--- src/rtl/cond_unit_it.sv ---
// ARM-style condition unit with stored NZCV flags, IT-block predication and a
// single saved-flags slot used for exception entry/return.
module cond_unit_it #(
  parameter int FLAG_W      = 4,
  parameter int FLAG_GROUPS = 2,
  parameter int IT_DEPTH    = 4,
  parameter int LW          = $clog2(IT_DEPTH + 1)
) (
  input  logic                   clk,
  input  logic                   reset,
  input  logic [3:0]             Cond,
  input  logic [FLAG_W-1:0]      ALUFlags,
  input  logic [FLAG_GROUPS-1:0] FlagW,
  input  logic                   PCS,
  input  logic                   NextPC,
  input  logic                   RegW,
  input  logic                   MemW,
  input  logic                   InstrDone,
  input  logic                   ITStart,
  input  logic [LW-1:0]          ITLen,
  input  logic [3:0]             ITCond,
  input  logic [IT_DEPTH-1:0]    ITPattern,
  input  logic                   FlagSave,
  input  logic                   FlagRestore,
  output logic                   PCWrite,
  output logic                   RegWrite,
  output logic                   MemWrite,
  output logic                   CondExQ,
  output logic [FLAG_W-1:0]      Flags,
  output logic                   ITActive,
  output logic [LW-1:0]          ITRemain
);

  localparam int            GW      = FLAG_W / FLAG_GROUPS;
  localparam logic [LW-1:0] MAX_LEN = LW'(IT_DEPTH);
  localparam logic [LW-1:0] ONE     = LW'(1);

  typedef enum logic {
    IDLE,
    ACTIVE
  } itState_e;

  itState_e            state_q, state_d;
  logic [FLAG_W-1:0]   flags_q, flags_d;
  logic [FLAG_W-1:0]   saved_q, saved_d;
  logic                condExQ_q;
  logic [IT_DEPTH-1:0] pattern_q, pattern_d;
  logic [LW-1:0]       remain_q, remain_d;

  logic [3:0] ec;
  logic       condEx;
  logic       flagN, flagZ, flagC, flagV;
  logic       itLenOk;

  assign flagN = flags_q[3];
  assign flagZ = flags_q[2];
  assign flagC = flags_q[1];
  assign flagV = flags_q[0];

  // Inside an IT block pattern bit 0 selects the base condition (then) or its
  // inverse (else); inverting an ARM condition is just flipping its LSB.
  assign ec = (state_q == ACTIVE) ? {ITCond[3:1], ITCond[0] ^ ~pattern_q[0]} : Cond;

  always_comb begin
    condEx = 1'b0;
    unique case (ec)
      4'b0000: condEx = flagZ;
      4'b0001: condEx = ~flagZ;
      4'b0010: condEx = flagC;
      4'b0011: condEx = ~flagC;
      4'b0100: condEx = flagN;
      4'b0101: condEx = ~flagN;
      4'b0110: condEx = flagV;
      4'b0111: condEx = ~flagV;
      4'b1000: condEx = flagC & ~flagZ;
      4'b1001: condEx = ~flagC | flagZ;
      4'b1010: condEx = (flagN == flagV);
      4'b1011: condEx = (flagN != flagV);
      4'b1100: condEx = ~flagZ & (flagN == flagV);
      4'b1101: condEx = flagZ | (flagN != flagV);
      4'b1110: condEx = 1'b1;
      4'b1111: condEx = 1'b0;
      default: condEx = 1'b0;
    endcase
  end

  // Restore overrides any ALU write; save always captures the pre-update flags,
  // so save+restore together naturally swaps the two registers.
  always_comb begin
    flags_d = flags_q;
    if (FlagRestore) begin
      flags_d = saved_q;
    end else begin
      for (int g = 0; g < FLAG_GROUPS; g++) begin
        if (FlagW[g] && condEx) begin
          flags_d[g*GW +: GW] = ALUFlags[g*GW +: GW];
        end
      end
    end
  end

  assign saved_d = FlagSave ? flags_q : saved_q;

  assign itLenOk = (ITLen != '0) && (ITLen <= MAX_LEN);

  always_comb begin
    state_d   = state_q;
    pattern_d = pattern_q;
    remain_d  = remain_q;
    unique case (state_q)
      IDLE: begin
        if (ITStart && itLenOk) begin
          state_d   = ACTIVE;
          pattern_d = ITPattern;
          remain_d  = ITLen;
        end
      end
      ACTIVE: begin
        if (FlagRestore) begin
          state_d   = IDLE;
          pattern_d = '0;
          remain_d  = '0;
        end else if (InstrDone) begin
          pattern_d = pattern_q >> 1;
          remain_d  = remain_q - ONE;
          if (remain_q == ONE) begin
            state_d = IDLE;
          end
        end
      end
      default: state_d = IDLE;
    endcase
  end

  always_ff @(posedge clk or negedge reset) begin
    if (!reset) begin
      state_q   <= IDLE;
      flags_q   <= '0;
      saved_q   <= '0;
      condExQ_q <= 1'b0;
      pattern_q <= '0;
      remain_q  <= '0;
    end else begin
      state_q   <= state_d;
      flags_q   <= flags_d;
      saved_q   <= saved_d;
      condExQ_q <= condEx;
      pattern_q <= pattern_d;
      remain_q  <= remain_d;
    end
  end

  assign PCWrite  = (PCS & condExQ_q) | NextPC;
  assign RegWrite = RegW & condExQ_q;
  assign MemWrite = MemW & condExQ_q;
  assign CondExQ  = condExQ_q;
  assign Flags    = flags_q;
  assign ITActive = (state_q == ACTIVE);
  assign ITRemain = remain_q;

endmodule

--- config.mk ---
export PLATFORM = sky130hd
export DESIGN_NAME = cond_unit_it
export DESIGN_NICKNAME = d
export VERILOG_FILES = /design/src/rtl/cond_unit_it.sv
export SDC_FILE = /design/constraint.sdc
export NUM_CORES = 1
export LEC_CHECK = 0
export ABC_AREA = 1
export BUFFER_PORTS_ARGS = -buffer_cell sky130_fd_sc_hd__buf_2
export CORE_MARGIN = 2
export CORE_UTILIZATION = 53
export CTS_CLUSTER_SIZE = 28
export DETAILED_ROUTE_END_ITERATION = 10
export GPL_TIMING_DRIVEN = 0
export MAX_ROUTING_LAYER = met4
export PLACE_DENSITY = 0.87
export SETUP_SLACK_MARGIN = 0.1
export SLEW_MARGIN = 20
export SYNTH_ARGS = -nofsm -noshare
export SYNTH_HDL_FRONTEND = slang
export SYNTH_SLANG_ARGS = --single-unit
--- constraint.sdc ---
create_clock -name clk -period 3.05 [get_ports clk]
set_clock_uncertainty 0.05 [all_clocks]
set_input_delay 0 -clock clk [delete_from_list [all_inputs] [get_ports clk]]
set_output_delay 0 -clock clk [all_outputs]
set_load 0.02 [all_outputs]
==> impl_metrics.ini <==
[outcome]
outcome = finished with violations
violations = hold timing

[timing]
whs_ns = -0.00369
max_freq_ghz = 0.425
rsz0062_at_grt = false
slew_violations = 0
post-route-min-period_ns = 2.36
hold_viol_final = 2
setup_tns_ns = 0
max-slew-margin-rel_pct = 75.3
fin_crit_sh_pct = 77.2
tightest_slew_ns = 0.371
setup_viol = 0

[synthesis]
synth_area_per_cell_um2 = 7.01
synth-seq-cells = 17
synth_nets = 217
netlist_instances = 184
ys_seq_area_share_pct = 33.0
synth.distinct_cells = 28
syn_area_um2 = 1290
synthMuxAreaShare_pct = 0
ys_warn_count = 0
synth_top_family_by_area = simple AND/OR/NAND/NOR gates
synth-simple-area-share_pct = 45.6
synth_compound_area_share_pct = 9.80
synth_xor_area_share_pct = 0
synthAdderAreaFrac_pct = 1.94

[global_routing]
grt_max_degree = 18
antenna_found_initial = 0
grt_overflow = 0
grt_usage_pct = 25.4
grt_pass1_wl_mm = 5.20
grt_pass1_vias = 1255

[cells_and_area]
fillCellCount = 178
syn_to_final_growth_pct = 31.9
register_area_um2 = 425
drive_above_1_share_pct = 28.3
multiInputGateArea_um2 = 739
utilization_pct = 75.5
mostFrequentLayoutCell = nand2_1
fin_nets = 278
final_cell_mix = nand2_1, buf_2, inv_1
n_antenna_cell = 0

[cts]
cts.path.max_buffers = 2
htreeDepth = 1
clock_sinks = 17
cts-hold-fix-buffers = 14
cts_tree = done
clock_tree.root_cell = clkbuf_4
numCtsBuffers = 3
post_cts_buffers = 0
clk_latency_ns = 0.30
clkSlewWorstSetupHoldPaths_ns = 0.10
cts_resized = 0

[die]
rows = 17
die_h_um = 53.3
core_um2 = 2250
die-area_um2 = 2840
initial_core_util_pct = 57.2
die_w_um = 53.3
io-pin-count = 43

[run]
cap_violations = 0

[power_and_ir_drop]
clkPwrFrac_pct = 12.5
power_density_nw_per_um2 = 589
intPower_uw = 542
p_total_uw = 1000
seq_power_share_pct = 34.8
combPwrFrac_pct = 52.6
switching_share_pct = 45.9
power_switching_uw = 460
vdd_ir_drop_max_mv = 0.433
p_leak_uw = 0.000942

[worst_setup_path]
crit_arrival_ns = 2.49
crit_type = flip-flop to flip-flop
setup.worst_path.start_class = flip-flop
required_ns = 3.18
crit_fanout = 7
r2r.worst_path.cells = 12
cp-end-kind = flip-flop

[detailed_routing]
avgRoutedWirePerCell_um = 11.7
post-route-drc-count = 0
via_count = 1380
ant_nets = 0
drt-initial-drc-count = 28
dr.pass1.iters = 5
routed_wl_mm = 3.17
via_per_inst = 5.07

[place]
routabilityCongestion = 0.802
port_buffers = 42
dpl.hpwl_mm = 2.29

[min_path]
hold-path-cell-count = 5
worstHoldPathType = primary input to flip-flop
-- worst paths after layout --
kind	from	endpoint	slack (ns)
setup / recovery	ITActive$_DFF_PN0_	Flags[3]$_DFFE_PN0P_	0.69
hold / removal	ITPattern[0]	pattern_q[0]$_DFFE_PN0P_	-0.004
setup reg to reg	ITActive$_DFF_PN0_	Flags[3]$_DFFE_PN0P_	0.69
hold reg to reg	saved_q[0]$_DFFE_PN0P_	saved_q[0]$_DFFE_PN0P_	0.48
max in group asynchronous	reset	CondExQ$_DFF_PN0_	2.60
min in group asynchronous	reset	ITRemain[1]$_DFFE_PN0P_	0.08
-- synth_stat cells (all sizes together) --
master  count  area share, %
and2        1           0.49
nand3      18            9.9
nor3        1           0.39
a21oi       1           0.39
buf         3            2.1
nand3b      1           0.58
a31oi       1           0.49
a21o        1           0.58
inv        25            7.3
nor2       11            4.2
dfrtp      17             33
clkbuf      1           0.29
ha          2            1.9
o21ai      19            7.4
nand4       7            3.4
o22ai       2           0.97
nand2      72             26
or2         1           0.49
-- cells by family (layout without fill, tap and decap cells) --
kind of cell             count (synthesis)  count (layout)
adder cells (fa/ha/maj)                  2               2
buffers and inverters                   29              89
flip-flops                              17              17
AO/OA/AOI/OAI                           24              24
AND/OR/NAND/NOR                        112             112
-- registers in the layout, indices dropped and copies added, names as in the netlist --
signal and count:
Flags 4, CondExQ 1, ITRemain 3, pattern_q 4, saved_q 4, ITActive 1
-- metrics by stage --
stage               std cells  cell area, um2  setup WS, ns
global route              272            1700         0.573
detailed placement        254            1540          1.31
CTS                       272            1700         0.763
global placement          254            1540          1.34
finish                    272            1700         0.695
floorplan                 184            1290          1.39
-- layout make-up --
class | instances | share of cell area (%)
multi-input cells | 138 | 43.5
inverters | 25 | 5.51
clock buffers | 4 | 1.54
plain buffers | 4 | 1.84
flip-flops and latches | 17 | 25.0
well taps | 28 | 2.06
repair buffers | 56 | 20.6
-- critical path, stage by stage, from the launching register on --
cell and delay (ns):
dfrtp_1 0.43, or2_1 0.29, nand2_2 0.16, nor2_1 0.07, nand3_1 0.08, nand2_1 0.06, nor2_1 0.13, nand3_2 0.12
nand3_2 0.11, nand2_2 0.07, nand2_1 0.06, nand2_1 0.05, dlygate4sd3_1 0.56
-- power groups by stage --
| stage | Combinational, uW | Sequential (uW) | Clock (uW) |
|---|---|---|---|
| 2_1_floorplan | 313 | 391 | 0 |
| 3_3_place_gp | 482 | 350 | 0 |
| 3_5_place_dp | 497 | 354 | 0 |
| 4_1_cts | 522 | 349 | 123 |
| 5_1_grt | 588 | 360 | 133 |
| 6_report | 528 | 349 | 125 |
-- metal layers --
| metal | global-route usage, % | routed length (um) |
|---|---|---|
| met5 | - | 0 |
| met4 | 5.13 | 20 |
| met2 | 47.1 | 1700 |
| met3 | 1.69 | 143 |
| met1 | 30.0 | 1310 |
Note: power is estimated with default switching activity, not from simulation.
